===== config.mk =====
export PLATFORM = sky130hd
export DESIGN_NAME = ssc_serial_tx
export DESIGN_NICKNAME = d
export VERILOG_FILES = /design/src/rtl/ssc_pkg.sv /design/src/rtl/ssc_hold_reg.sv /design/src/rtl/ssc_serial_tx.sv
export SDC_FILE = /design/constraint.sdc
export NUM_CORES = 1
export LEC_CHECK = 0
export BUFFER_PORTS_ARGS = -buffer_cell sky130_fd_sc_hd__clkbuf_2
export CAP_MARGIN = 10
export CORE_MARGIN = 8
export CORE_UTILIZATION = 59
export CTS_CLUSTER_SIZE = 20
export DETAILED_ROUTE_END_ITERATION = 12
export PLACE_DENSITY = 0.81
export SLEW_MARGIN = 20
export SYNTH_ARGS = -nofsm -noshare
export SYNTH_HDL_FRONTEND = slang
export SYNTH_SLANG_ARGS = --single-unit

===== constraint.sdc =====
create_clock -name clk_main -period 3.8 [get_ports clk_main]
set_input_delay 0 -clock clk_main [delete_from_list [all_inputs] [get_ports clk_main]]
set_output_delay 0 -clock clk_main [all_outputs]
set_load 0.03 [all_outputs]

===== src/rtl/ssc_pkg.sv =====
// ----------------------------------------------------------------------------
// ssc_pkg
// Constants and types shared by the SSC serial transmitter and the SSC
// serial-sequence receiver: nibble width, the sync header nibble and the
// frame state encoding.
// ----------------------------------------------------------------------------
package ssc_pkg;

    localparam int SSC_NIBBLE_W = 4;

    localparam logic [SSC_NIBBLE_W-1:0] SSC_SYNC_WORD = 4'b1101;

    typedef enum logic [1:0] {
        SSC_IDLE = 2'd0,
        SSC_SYNC = 2'd1,
        SSC_DATA = 2'd2,
        SSC_GAP  = 2'd3
    } ssc_state_e;

endpackage


===== src/rtl/ssc_hold_reg.sv =====
// ----------------------------------------------------------------------------
// ssc_hold_reg
// One-entry holding register between the nibble source and the transmitter
// shifter. A nibble is accepted whenever the register is empty; the consumer
// empties it with take_i.
//
// Ports:
//   clk_i    clock, rising edge
//   rst_i    synchronous active-high reset (register empty)
//   data_i   incoming nibble
//   valid_i  incoming nibble valid
//   ready_o  register empty, a nibble may be accepted this cycle
//   take_i   consumer removes the held nibble on this edge
//   full_o   register holds a nibble
//   data_o   held nibble
// ----------------------------------------------------------------------------
module ssc_hold_reg
    import ssc_pkg::*;
(
    input  logic                    clk_i,
    input  logic                    rst_i,
    input  logic [SSC_NIBBLE_W-1:0] data_i,
    input  logic                    valid_i,
    output logic                    ready_o,
    input  logic                    take_i,
    output logic                    full_o,
    output logic [SSC_NIBBLE_W-1:0] data_o
);

    logic                    full_q;
    logic                    full_d;
    logic [SSC_NIBBLE_W-1:0] data_q;
    logic [SSC_NIBBLE_W-1:0] data_d;
    logic                    accept;

    assign accept = valid_i && !full_q;

    // A take and a new accept on the same edge leave the register full:
    // the accept is applied last so it wins.
    always_comb begin
        full_d = full_q;
        data_d = data_q;
        if (take_i) begin
            full_d = 1'b0;
        end
        if (accept) begin
            full_d = 1'b1;
            data_d = data_i;
        end
    end

    always_ff @(posedge clk_i) begin
        if (rst_i) begin
            full_q <= 1'b0;
            data_q <= '0;
        end else begin
            full_q <= full_d;
            data_q <= data_d;
        end
    end

    assign ready_o = !full_q;
    assign full_o  = full_q;
    assign data_o  = data_q;

endmodule


===== src/rtl/ssc_serial_tx.sv =====
// ----------------------------------------------------------------------------
// ssc_serial_tx
// Serial frame transmitter for the SSC receiver data_in line. Each frame is
// the sync nibble followed by FRAME_NIBBLES payload nibbles, shifted out
// MSB-first at one bit per clk_main cycle. Missing payload aborts the frame
// with an underrun pulse; an optional idle gap separates frames.
//
// Ports:
//   clk_main    system clock, rising edge
//   rst         synchronous active-high reset
//   in_data     payload nibble
//   in_valid    in_data valid
//   in_ready    holding register empty (combinational from the register)
//   serial_out  registered serial bit stream
//   busy        frame in progress (sync, payload or gap)
//   frame_done  one-cycle pulse after the last payload bit cycle
//   underrun    one-cycle pulse when a frame aborts for lack of data
// ----------------------------------------------------------------------------
module ssc_serial_tx
    import ssc_pkg::*;
#(
    parameter logic [SSC_NIBBLE_W-1:0] SYNC_WORD     = SSC_SYNC_WORD,
    parameter int unsigned             FRAME_NIBBLES = 2,
    parameter logic                    IDLE_LEVEL    = 1'b0,
    parameter int unsigned             GAP_CYCLES    = 0
) (
    input  logic                    clk_main,
    input  logic                    rst,
    input  logic [SSC_NIBBLE_W-1:0] in_data,
    input  logic                    in_valid,
    output logic                    in_ready,
    output logic                    serial_out,
    output logic                    busy,
    output logic                    frame_done,
    output logic                    underrun
);

    localparam logic [3:0] LAST_NIB = 4'(FRAME_NIBBLES);
    localparam logic [3:0] GAP_LEN  = 4'(GAP_CYCLES);

    ssc_state_e              state_q;
    logic [SSC_NIBBLE_W-1:0] shift_q;
    logic [1:0]              bit_cnt_q;
    logic [3:0]              nib_cnt_q;
    logic [3:0]              gap_cnt_q;
    logic                    serial_q;
    logic                    busy_q;
    logic                    frame_done_q;
    logic                    underrun_q;

    logic                    hold_full;
    logic [SSC_NIBBLE_W-1:0] hold_data;
    logic                    hold_take;

    logic                    nib_boundary;
    logic                    more_payload;
    logic                    frame_end;
    logic                    starve;
    logic                    launch;

    ssc_hold_reg u_hold (
        .clk_i   (clk_main),
        .rst_i   (rst),
        .data_i  (in_data),
        .valid_i (in_valid),
        .ready_o (in_ready),
        .take_i  (hold_take),
        .full_o  (hold_full),
        .data_o  (hold_data)
    );

    // bit_cnt wraps to 0 once the fourth bit of the current nibble (sync or
    // payload) is on the wire; that edge decides what comes next.
    assign nib_boundary = ((state_q == SSC_SYNC) || (state_q == SSC_DATA))
                          && (bit_cnt_q == 2'd0);
    assign more_payload = (state_q == SSC_SYNC) || (nib_cnt_q < LAST_NIB);
    assign frame_end    = nib_boundary && !more_payload;
    assign starve       = nib_boundary && more_payload && !hold_full;
    assign hold_take    = nib_boundary && more_payload && hold_full;

    // A new frame starts from IDLE, straight after the last payload bit when
    // there is no gap, or on the edge that ends the gap, so queued frames
    // follow each other with no extra idle cycle.
    assign launch = hold_full &&
                    ((state_q == SSC_IDLE) ||
                     (frame_end && (GAP_LEN == 4'd0)) ||
                     ((state_q == SSC_GAP) && (gap_cnt_q >= GAP_LEN)));

    always_ff @(posedge clk_main) begin
        if (rst) begin
            state_q      <= SSC_IDLE;
            shift_q      <= '0;
            bit_cnt_q    <= '0;
            nib_cnt_q    <= '0;
            gap_cnt_q    <= '0;
            serial_q     <= IDLE_LEVEL;
            busy_q       <= 1'b0;
            frame_done_q <= 1'b0;
            underrun_q   <= 1'b0;
        end else begin
            frame_done_q <= frame_end;
            underrun_q   <= starve;
            if (launch) begin
                // First sync bit goes straight out; the rest wait in the shifter.
                state_q   <= SSC_SYNC;
                serial_q  <= SYNC_WORD[3];
                shift_q   <= {SYNC_WORD[2:0], 1'b0};
                bit_cnt_q <= 2'd1;
                nib_cnt_q <= '0;
                gap_cnt_q <= '0;
                busy_q    <= 1'b1;
            end else if (starve) begin
                state_q   <= SSC_IDLE;
                serial_q  <= IDLE_LEVEL;
                shift_q   <= '0;
                bit_cnt_q <= '0;
                nib_cnt_q <= '0;
                gap_cnt_q <= '0;
                busy_q    <= 1'b0;
            end else begin
                unique case (state_q)
                    SSC_SYNC, SSC_DATA: begin
                        if (bit_cnt_q != 2'd0) begin
                            serial_q  <= shift_q[3];
                            shift_q   <= {shift_q[2:0], 1'b0};
                            bit_cnt_q <= bit_cnt_q + 2'd1;
                        end else if (hold_take) begin
                            // Seamless load: the held nibble's MSB follows
                            // the previous nibble's LSB with no bubble.
                            state_q   <= SSC_DATA;
                            serial_q  <= hold_data[3];
                            shift_q   <= {hold_data[2:0], 1'b0};
                            bit_cnt_q <= 2'd1;
                            nib_cnt_q <= nib_cnt_q + 4'd1;
                        end else begin
                            serial_q  <= IDLE_LEVEL;
                            shift_q   <= '0;
                            nib_cnt_q <= '0;
                            if (GAP_LEN != 4'd0) begin
                                state_q   <= SSC_GAP;
                                gap_cnt_q <= 4'd1;
                                busy_q    <= 1'b1;
                            end else begin
                                state_q <= SSC_IDLE;
                                busy_q  <= 1'b0;
                            end
                        end
                    end
                    SSC_GAP: begin
                        serial_q <= IDLE_LEVEL;
                        if (gap_cnt_q < GAP_LEN) begin
                            gap_cnt_q <= gap_cnt_q + 4'd1;
                        end else begin
                            state_q   <= SSC_IDLE;
                            gap_cnt_q <= '0;
                            busy_q    <= 1'b0;
                        end
                    end
                    default: begin
                        serial_q <= IDLE_LEVEL;
                        busy_q   <= 1'b0;
                    end
                endcase
            end
        end
    end

    assign serial_out = serial_q;
    assign busy       = busy_q;
    assign frame_done = frame_done_q;
    assign underrun   = underrun_q;

endmodule


======== Word level (Yosys, flattened, before mapping) ========
Cells that the tools add are included.
cells by class
  magnitude comparators ................... 3
  bitwise gates (word level) .............. 1
  equal/unequal tests ..................... 8
  mux-type cells .......................... 31
  add/subtract/negate cells ............... 3
  reduce and logical (&&, ||, !) cells .... 31
operators with widths
  cell                   number
  $mux W4                7
  $mux W1                17
  $ne A4 B4 Y1 const B   3
  $mux W2                5
  $reduce_and A3 Y1      3
  $add A4 B1 Y4 const B  2
  $logic_and A1 B1 Y1    8
  $reduce_bool A2 Y1     4
  $reduce_bool A4 Y1     2
  $reduce_and A2 Y1      3
  $eq A2 B2 Y1 const B   2
  $ge A4 B1 Y1 const B   1
  $logic_not A2 Y1       2
  $logic_or A1 B1 Y1     4
  $lt A4 B1 Y1 const B   1
  $lt A4 B2 Y1 const B   1
  $ne A2 B2 Y1 const B   2
  $pmux W2 S2            1
  $reduce_bool A3 Y1     1
  $reduce_or A3 Y1       1
  $add A2 B1 Y2 const B  1
  $eq A2 B1 Y1 const B   1
  $logic_not A1 Y1       2
  $pmux W1 S2            1
  other kinds (2)        2
word-level totals
  bits in registers ....................... 25

======== Longest topological paths before layout ========
Gate-level depths: netlist of run 1.
  depth after elaboration ................. 10
  gate-level depth with buffers ........... 7

======== Cells and area by module ========
From an unflattened synthesis of run 1, not the netlist that was laid out.
unflattened totals
  cells, all modules ...................... 112
  area total of the unflattened synthesis .. 1031.0 um2
by module, submodules not included
  module         area an instance (um2)  seq. area each (um2)  cells each  instances
  ssc_serial_tx  812.0                   300.3                 91          1
  ssc_hold_reg   219.0                   100.1                 21          1

======== Worst setup path after synthesis of run 1 ========
OpenSTA, ideal clock, no wires.
  kind .................................... flip-flop to flip-flop
  start ................................... register state_q[0]
  end ..................................... register state_q[0]
  cell stages (with the launch flop) ...... 8
  path buffers ............................ 1
  setup time .............................. 0.074 ns
  arrival ................................. 1.609 ns
  clock period less this slack ............ 1.683 ns
  setup slack ............................. 2.117 ns
  cells stage by stage .................... dfxtp_1 -> inv_1 -> ha_1 -> clkbuf_1 -> nand4b_1 -> o21a_1 -> a21o_1 -> a31oi_1
on the way
  longest elaborated chain between the ends .. 9
  elaborated cells between the ends (all ways) .. 23
RTL lines
  what                                                          RTL line                                                        source
  from (decl)                                                   ssc_serial_tx.sv:41                                             ssc_state_e state_q;
  from (signal assigned)                                        ssc_serial_tx.sv:91                                             state_q <= SSC_IDLE;
  from (signal assigned)                                        ssc_serial_tx.sv:105                                            state_q <= SSC_SYNC;
  from (signal assigned)                                        ssc_serial_tx.sv:113                                            state_q <= SSC_IDLE;
  $eq A2 B1 Y1 or $eq A2 B2 Y1 (tied branches)                  ssc_serial_tx.sv:74, ssc_serial_tx.sv:76, ssc_serial_tx.sv:121
  $logic_or A1 B1 Y1, on equally long branches                  ssc_serial_tx.sv:74, ssc_serial_tx.sv:76
  $logic_and A1 B1 Y1 or $logic_not A1 Y1 (tied branches)       ssc_serial_tx.sv:75, ssc_serial_tx.sv:77
  $logic_and A1 B1 Y1                                           ssc_serial_tx.sv:77                                             assign frame_end = nib_boundary && !more_payload;
  $logic_or A1 B1 Y1                                            ssc_serial_tx.sv:85                                             ((state_q == SSC_IDLE) ||
  $logic_or A1 B1 Y1                                            ssc_serial_tx.sv:86                                             (frame_end && (GAP_LEN == 4'd0)) ||
  $logic_and A1 B1 Y1                                           ssc_serial_tx.sv:84                                             assign launch = hold_full &&
  $ne A4 B4 Y1 (no line) or $reduce_bool A4 Y1 (tied branches)  -
  $reduce_and A3 Y1 (no line)                                   -
Several ways; a longest one is shown, not always the timed one.
A chain may end at the register's enable or synchronous reset.

======== Worst setup path after layout of run 1 ========
  start ................................... register state_q[0]
  end ..................................... register nib_cnt_q[2]
on the way
  longest elaborated chain between the ends .. 8
  elaborated cells between the ends (all ways) .. 20
RTL lines
  what                                                     RTL line                                                        source
  $eq A2 B1 Y1 or $eq A2 B2 Y1 (tied branches)             ssc_serial_tx.sv:74, ssc_serial_tx.sv:76, ssc_serial_tx.sv:121
  $logic_or A1 B1 Y1, on equally long branches             ssc_serial_tx.sv:74, ssc_serial_tx.sv:76
  $logic_and A1 B1 Y1 or $logic_not A1 Y1 (tied branches)  ssc_serial_tx.sv:75, ssc_serial_tx.sv:77
  $logic_and A1 B1 Y1                                      ssc_serial_tx.sv:77
  $logic_or A1 B1 Y1                                       ssc_serial_tx.sv:85
  $logic_or A1 B1 Y1                                       ssc_serial_tx.sv:86
  $logic_and A1 B1 Y1                                      ssc_serial_tx.sv:84
  $reduce_or A3 Y1 (no line)                               -
  to (signal assigned)                                     ssc_serial_tx.sv:134                                            nib_cnt_q <= nib_cnt_q + 4'd1;
  to (decl)                                                ssc_serial_tx.sv:44                                             logic [3:0] nib_cnt_q;
Several ways; a longest one is shown, not always the timed one.

==> metrics.txt, run 1 <==
status=finished, final reports clean; maximum clock path buffer count=2; NumNets Final=140; Hold Startpoint=rst; FF-to-FF Start=state_q[0]; H-tree depth=1; DRC=0; FP Rows=14; initial core utilization=approximately 63%; post-cts sizing count=0; commonest non-fill, non-tap cell in the layout=dfxtp_1; Seq cells post-synth=20; Setup Fix Bufs, Post-CTS=0; Core ar.=1520 um2; MaxCap Viol Count=0; hold path depth=2; Yosys cell types=33; sequential share of power=54.4%; cell depth of the worst flop-to-flop path=6; WS Path Type=reg -> reg; Lkg Pwr=0.412 nW; vias in the first global route=839; max-slew violation count=0; die area=about 3200 um2; DRT Wirelength=2170 um; endpoint type of the worst setup path=register; Starting DRT DRC Count=24; slowest stage delay, CP=0.49 ns; Max Freq=462 MHz; skew final=about 0.0067 ns; initial antenna violation count=0; Worst Hold Class=in -> reg; drt pass-1 iters=4; DR WL/cell=15.3 um; worst path cell trace=inv_1 > ha_1 > nand2_1 > a211oi_2 > nand3b_1 > a31oi_1; antenna-violating nets left=0; sequential area share after synthesis=41.7%; part of the power in combinational logic=between 20% and 30%; most frequent cells in the layout=dfxtp_1, nor2_1, clkbuf_2; Clk Latency, worst-skew pair=0.31 ns; hold endpoint=shift_q[3]; area of the multi-input gates=505 um2; maximum VDD drop=0.295 mV; DR vias=a little under 900; Worst Tran Pin Value=around 0.57 ns; Net Switching=132 uW; r2r setup slk=1.64 ns; via/cell ratio=6.16; Chip Width=between 50 and 60 um; power density over the cells=392 nW/um2; overall global routing resource usage=13.7%; Final HPWL DP=around 1600 um; ant diodes=0; Switching Share=30.9%; synth warn=0; Clock Sinks=20; number of port buffers=11; syn_nets=~120; synthesized netlist cell count=112; Setup violations, final=0; CTS tree=done; CTS Buf Count=3; GR Overflow Total=0; CP arrival=2.39 ns; min cycle time layout=2.16 ns; Worst-path clk slew=around 0.11 ns; Root Buffer=clkbuf_4; Clk pwr share=23.5%; hold bufs inserted after CTS=5; register area=approximately 400 um2; cell class contributing the biggest share of worst-path delay=compound AO/OA/AOI/OAI gates; Critical Path RT=4.03 ns; Critical Path Slowest Stage Cell=a211oi_2; share of cells above drive strength 1=13.5%; r2r endpoint=nib_cnt_q[2]; CP Max Fanout=11; Avg Inst Size Synth=around 8.6 um2; io pins=12; Fill cells=130; Buf/Inv on CP=1; Setup TNS=0 ns; largest net degree at the start of global routing=15; synthesized area=960 um2; placer congestion estimate=0.830; RSZ-0062 raised after global routing=false; Max-slew headroom=61.8%; final core occ=roughly 71%; Tcrit/Tclk final=57.0%; Worst setup SP type=register; die height=56.3 um; Area Overhead vs Synth=13.3%; global-route wire length before repair=between 3000 and 4000 um; Final Hold Viols=0; Power Internal=295 uW
==> per-stage QoR <==
step / cell area, um2 / hold WS (ns) / worst slack, ns / total power, mW / instances
2_1_floorplan: 960 / 0.0787 / 2.12 / 0.303 / 112
3_3_place_gp: 1010 / 0.236 / 1.79 / 0.323 / 134
3_5_place_dp: 1010 / 0.251 / 1.72 / 0.325 / 134
4_1_cts: 1090 / 0.0742 / 1.66 / 0.425 / 142
5_1_grt: 1090 / 0.110 / 1.46 / 0.445 / 142
6_report: 1090 / 0.0832 / 1.64 / 0.427 / 142
==> cell type report <==
cell class / count / share of cell area (%)
well taps: 16 / 1.84
repair buffers: 16 / 9.67
inverters: 9 / 3.11
clock buffers: 3 / 2.07
flip-flops and latches: 20 / 36.8
multi-input cells: 78 / 46.5
==> state kept, by name, summed over array words and instances (netlist names) <==
| signal | count |
|---|---|
| busy | 1 |
| bit_cnt_q | 2 |
| u_hold.data_o | 4 |
| frame_done | 1 |
| nib_cnt_q | 4 |
| underrun | 1 |
| u_hold.full_o | 1 |
| shift_q | 3 |
| serial_out | 1 |
| state_q | 2 |
==> power by group through the flow <==
stage               clock network [mW]  logic, mW  registers [mW]
CTS                             0.0994     0.0934           0.232
detailed placement                   0     0.0884           0.237
finish                           0.100     0.0944           0.232
global placement                     0     0.0868           0.236
global route                     0.108      0.104           0.234
floorplan                            0     0.0661           0.237
==> cell usage after synthesis <==
cell,n,area (um2)
ha_1,5,62.6
nand3b_1,2,15.0
mux2i_1,5,50.1
nor2_1,12,45.0
a211oi_2,1,12.5
or3_4,1,11.3
a22oi_1,1,7.51
buf_2,1,5.00
o31ai_1,1,7.51
dfxtp_1,20,400
inv_1,9,33.8
nor4_1,2,12.5
a311oi_1,1,8.76
o21ai_1,1,5.00
or3_1,2,12.5
o21ai_0,3,15.0
nor2b_1,2,12.5
nand4b_1,1,8.76
nor3_1,3,15.0
a21oi_1,5,25.0
a31oi_1,6,37.5
nand4_1,1,6.26
a211o_1,2,17.5
o311ai_2,1,16.3
nand2_1,10,37.5
a211oi_1,1,7.51
nand3_1,3,15.0
nor3b_1,1,7.51
a21o_1,1,7.51
o22ai_1,2,12.5
nand2b_1,1,6.26
o21a_1,1,7.51
clkbuf_1,4,15.0
==> worst register-to-register path: stages (launching register included) <==
cell and delay, ns:
dfxtp_1 0.38, inv_1 0.07, ha_1 0.48, nand2_1 0.32, a211oi_2 0.50, nand3b_1 0.15, a31oi_1 0.20
==> worst max-delay path by stage <==
stage                          start      endpoint  slack (ns)  cells after the start
after global routing      state_q[0]  nib_cnt_q[2]        1.46                      6
after CTS                 state_q[0]  nib_cnt_q[3]        1.66                      6
after global placement    state_q[0]  nib_cnt_q[3]        1.79                      6
final                     state_q[0]  nib_cnt_q[2]        1.64                      6
after detailed placement  state_q[1]  nib_cnt_q[3]        1.72                      6
after floorplan           state_q[0]    state_q[0]        2.12                      7
==> metal layers <==
metal	track usage [%]	share of wire, %	up-vias
li1	-	-	430
met1	16.4	44	407
met2	22.8	48	31
met3	3.82	5.9	7
met4	4.81	1.7	0
met5	0	0	-
==> cell families after synthesis <==
| kind of cell | after synthesis | share of synthesized area [%] |
|---|---|---|
| mux | 5 | 5.22 |
| compound gates | 27 | 19.6 |
| fa+ha+maj | 5 | 6.52 |
| buf+inv | 14 | 5.61 |
| simple gates | 41 | 21.4 |
| flops | 20 | 41.7 |
Power figures use the tool's default switching activity.
==> run 2, diff against run 1 <==
- CORE_UTILIZATION: 59 -> 55
- PLACE_DENSITY: 0.81 -> 0.76
- clock period: 3.8 -> 2.3 ns (I/O delays scaled with it)
==> metrics.txt, run 2 (synthesized netlist as in run 1, its figures left out) <==
Setup Fix Bufs, Post-CTS=0; NumNets Final=approximately 140; skew final=0.00496 ns; endpoint type of the worst setup path=register; post-cts sizing count=0; Chip Width=approximately 58 um; max-slew violation count=0; overall global routing resource usage=12.9%; hold endpoint=shift_q[1]; status=finished, final reports clean; met2 WL post-DR=1030 um; CTS tree=done; FP Rows=15; Setup violations, final=0; global-route wire length before repair=3440 um; placer congestion estimate=0.850; metal3 WL=88 um; Worst Tran Pin Value=0.566 ns; cell depth of the worst flop-to-flop path=6; hold bufs inserted after CTS=5; drt pass-1 iters=4; die height=57.8 um; DR WL/cell=about 14 um; CP arrival=2.11 ns; most frequent cells in the layout=dfxtp_1, nor2_1, clkbuf_2; FF-to-FF Start=state_q[1]; antenna-violating nets left=0; largest net degree at the start of global routing=15; Worst setup SP type=register; Clock Sinks=20; Area Overhead vs Synth=15.0%; CTS Buf Count=3; Hold Startpoint=rst; Worst Hold Class=in -> reg; r2r setup slk=0.42 ns; Setup TNS=0 ns; DRT met1 WL=about 900 um; Worst-path clk slew=0.10 ns; Max Used Layer=met4; maximum VDD drop=0.344 mV; Max Freq=531 MHz; commonest non-fill, non-tap cell in the layout=dfxtp_1; DR vias=between 800 and 900; number of port buffers=11; Root Buffer=clkbuf_4; register area=400 um2; Final Hold Viols=0; GR Overflow Total=0; initial core utilization=about 57%; die area=3340 um2; Lkg Pwr=between 0.4 and 0.5 nW; CP Max Fanout=10; Clk Latency, worst-skew pair=0.30 ns; MaxCap Viol Count=0; hold path depth=2; power density over the cells=638 nW/um2; RSZ-0062 raised after global routing=false; r2r endpoint=nib_cnt_q[3]; Starting DRT DRC Count=27; WS Path Type=reg -> reg; H-tree depth=1; vias in the first global route=just under 800; final core occ=65.3%; ant diodes=0; Fill cells=150; Tcrit/Tclk final=81.9%; DRC=0; maximum clock path buffer count=2; area of the multi-input gates=505 um2; DRT Wirelength=2040 um; Critical Path RT=approximately 2.5 ns; io pins=12; min cycle time layout=1.88 ns; Final HPWL DP=~1500 um; initial antenna violation count=0; Core ar.=1690 um2; via/cell ratio=5.92; share of cells above drive strength 1=14.8%; Max-slew headroom=62.2%
## run 2: cell types whose count changed in the layout (fill, tap and decap cells not counted), sizes merged
cell  change
buf       +2
## run 2: through the flow
stage                     power [mW]  setup slack [ns]  hold WS (ns)  cells  instance area (um2)
final                          0.704             0.417        0.0790    145                 1100
after detailed placement       0.543             0.446         0.252    137                 1030
after global routing           0.746             0.278        0.0797    145                 1100
after global placement         0.539             0.493         0.237    137                 1030
after CTS                      0.709             0.422        0.0588    145                 1100
after floorplan                0.501             0.617        0.0787    112                  960
## run 2: worst max path at each step
stage,depth (start not counted),to,from,slack (ns)
after global placement,6,nib_cnt_q[3],state_q[1],0.49
after floorplan,7,state_q[0],state_q[0],0.62
after global routing,6,nib_cnt_q[3],state_q[1],0.28
final,6,nib_cnt_q[3],state_q[1],0.42
after CTS,6,nib_cnt_q[3],state_q[0],0.42
after detailed placement,6,nib_cnt_q[3],state_q[0],0.45
## run 2: final cells by class
| type | instances | share of cell area [%] |
|---|---|---|
| repair buffers | 18 | 10.9 |
| clock buffers | 3 | 2.04 |
| well taps | 17 | 1.93 |
| inverters | 9 | 3.06 |
| multi-input cells | 78 | 45.8 |
| flip-flops and latches | 20 | 36.3 |
## run 2: worst max-delay path: stages (launching register included)
cell	delay (ns)
dfxtp_1	0.36
inv_1	0.08
ha_1	0.29
nand2_1	0.23
a211o_1	0.38
or3_1	0.35
a31oi_1	0.13
## run 2: layer usage
| layer | up-vias | GRT usage [%] |
|---|---|---|
| met2 | 19 | 22.3 |
| met4 | 0 | 6.29 |
| met1 | 403 | 14.7 |
| li1 | 432 | - |
| met3 | 4 | 2.43 |
| met5 | - | 0 |
## run 2: power breakdown
group	internal [mW]	leakage (nW)	switching (mW)
clock network	0.0610	0.0138	0.0998
registers	0.368	0.163	0.0153
logic	0.0630	0.244	0.0970
total	0.492	0.421	0.212
==> run 3, diff against run 2 <==
- ABC_AREA: unset -> 1
- clock period: 2.3 -> 1.8 ns (I/O delays scaled with it)
==> metrics.txt, run 3 <==
status=finished, final reports clean; Worst-path clk slew=~0.11 ns; number of flops mapped to enable cells by yosys=0; placer congestion estimate=0.791; drt pass-1 iters=4; sequential share of power=45.6%; Clk Latency, worst-skew pair=about 0.30 ns; Final HPWL DP=1430 um; part of the power in combinational logic=20.3%; CTS tree=done; DR WL/cell=between 10 and 15 um; Hold Startpoint=u_hold.data_o[1]; ant diodes=0; Critical Path RT=2.02 ns; CP arrival=1.87 ns; Most common cell on crit path=nand2_1; Switching Share=about 28%; Worst Hold Class=reg -> reg; min cycle time layout=1.66 ns; Setup violations, final=0; CP Max Fanout=12; top-area cell type share of the netlist area=39.9%; Clock Sinks=20; Placed Area=1100 um2; maximum VDD drop=0.667 mV; synthesized netlist cell count=124; cell depth of the worst flop-to-flop path=12; Setup TNS=0 ns; GR Overflow Total=0; Net Switching=between 200 and 300 uW; Fill cells=around 140; die area=3450 um2; MaxCap Viol Count=0; sequential area share after synthesis=39.9%; Critical Path Slowest Stage Cell=dfxtp_2; synthesized area=1000 um2; H-tree depth=1; synth warn=0; Yosys cell types=27; Worst Setup EP=bit_cnt_q[0]; power density over the cells=between 800 and 900 nW/um2; RSZ-0062 raised after global routing=false; Root Buffer=clkbuf_4; max-slew violation count=0; Tot Pwr=~1.1 mW; skew final=~0.0037 ns; number of port buffers=11; dpl ws=0.122 ns; final core occ=a little over two thirds; commonest non-fill, non-tap cell in the layout=nand2_1; NumNets Final=159; worst setup path start=state_q[0]; initial core utilization=between 50% and 60%; Max-slew headroom=approximately 84%; WS Path Type=reg -> reg; Worst Tran Pin Value=0.234 ns; Lkg Pwr=0.541 nW; largest net degree at the start of global routing=13; post-route cell area=1220 um2; Core ar.=between 1500 and 2000 um2; overall global routing resource usage=13.1%; CTS Buf Count=3; Tcrit/Tclk final=92.0%; worst path cell trace=inv_1 > ha_1 > nand2_2 > inv_4 > nand3_2 > nand2_2 > nand2_4 > nand3_1 > nand2_1 > nand2_1 > nand2_1 > nor2_1; Final Hold Viols=0; Max Freq=604 MHz; DRT Wirelength=around 2000 um; setup ws final=0.144 ns; DR vias=approximately 850; vias in the first global route=between 800 and 900; endpoint type of the worst setup path=register; Area Overhead vs Synth=21.6%; antenna-violating nets left=0; FF-to-FF Start=state_q[0]; global-route wire length before repair=3540 um; leading post-synthesis cells by cell area=dfxtp_1, nand2_1, ha_1; r2r setup slk=0.14 ns; Starting DRT DRC Count=29; most frequent cells in the layout=nand2_1, dfxtp_1, nor2_1; Avg Inst Size Synth=8.09 um2; Commonest cells post-synth=nand2_1, dfxtp_1, nor2_1; Power Internal=776 uW; most instantiated library cell after synthesis=nand2_1; die height=58.7 um; via/cell ratio=about 5; syn_nets=~140; share of cells above drive strength 1=26.7%; slowest stage delay, CP=approximately 0.37 ns; Worst setup SP type=register; hold path depth=2; Chip Width=58.7 um; Async SR Flop Fraction=0%; FP Rows=15; initial antenna violation count=0; DRC=0; Seq cells post-synth=20; Clk pwr share=34.2%; Yosys top cell by area=dfxtp_1; Post-synth top flop=dfxtp_1; Setup Fix Bufs, Post-CTS=0; r2r endpoint=bit_cnt_q[0]; io pins=12; maximum clock path buffer count=2
run 3: cell types whose count changed in the layout (fill, tap and decap cells not counted), sizes merged, moves of 4 or more:
cell / before / now
a31oi: 6 / 2
inv: 9 / 14
nor2: 12 / 17
nand3: 3 / 12
nand2: 10 / 29
mux2i: 5 / 0
a21oi: 5 / 9
run 3: worst max-delay path, delay by kind of cell (launching register included):
family / cells / cell delay, ns
adder cells (fa/ha/maj): 1 / 0.32
buffers and inverters: 2 / 0.12
AND/OR/NAND/NOR: 9 / 0.76
flip-flops: 1 / 0.37
run 3: area by class of cell:
class,instances,area (um2),area share (%)
Clock inverter,1,30.0,2.46
Timing Repair Buffer,20,138,11.3
Inverter,14,55.1,4.51
Clock buffer,3,22.5,1.85
Tap cell,25,31.3,2.56
Multi-Input combinational cell,88,541,44.3
Sequential cell,20,403,33.0
run 3: cell families after synthesis:
family                     count (synthesis)  share of synthesized area (%)
and+or+nand+nor                           62                           33.8
DFF                                       20                           39.9
AOI/OAI and AO/OA                         19                           11.3
buffers and inverters                     16                           6.98
adders and majority gates                  5                           6.23
xor gates and xnor gates                   2                           1.75
run 3: power by group through the flow:
| stage | Clock [mW] | Sequential (mW) | Combinational (mW) |
|---|---|---|---|
| after global placement | 0 | 0.496 | 0.199 |
| final | 0.366 | 0.488 | 0.217 |
| after detailed placement | 0 | 0.497 | 0.202 |
| after floorplan | 0 | 0.503 | 0.152 |
| after global routing | 0.392 | 0.492 | 0.244 |
| after CTS | 0.374 | 0.487 | 0.214 |
run 3: worst min-delay path by stage:
stage / slack (ns) / end
floorplan: 0.13 / u_hold.full_o
finish: 0.48 / shift_q[2]
global placement: 0.24 / u_hold.full_o
detailed placement: 0.25 / u_hold.data_o[2]
global route: 0.51 / shift_q[3]
CTS: 0.47 / u_hold.data_o[2]
run 3: timing repair:
item	CTS	global route
endpoints found under the setup margin	0	3
gates resized for setup	0	3
hold endpoints to repair	12	0
hold buffers	6	0
run 3: per-stage QoR:
step,hold WS (ns),std cells
after floorplan,0.133,124
after global placement,0.243,161
after detailed placement,0.255,161
after CTS,0.472,171
after global routing,0.507,171
final,0.484,171
run 3: layer usage:
metal  wire (um)  vias to the layer above  global-route usage [%]
met2         996                       16                    23.8
met5           0                        -                       0
met3          98                        5                    3.48
li1            -                      447                       -
met4          29                        0                    5.12
met1         856                      377                    13.9
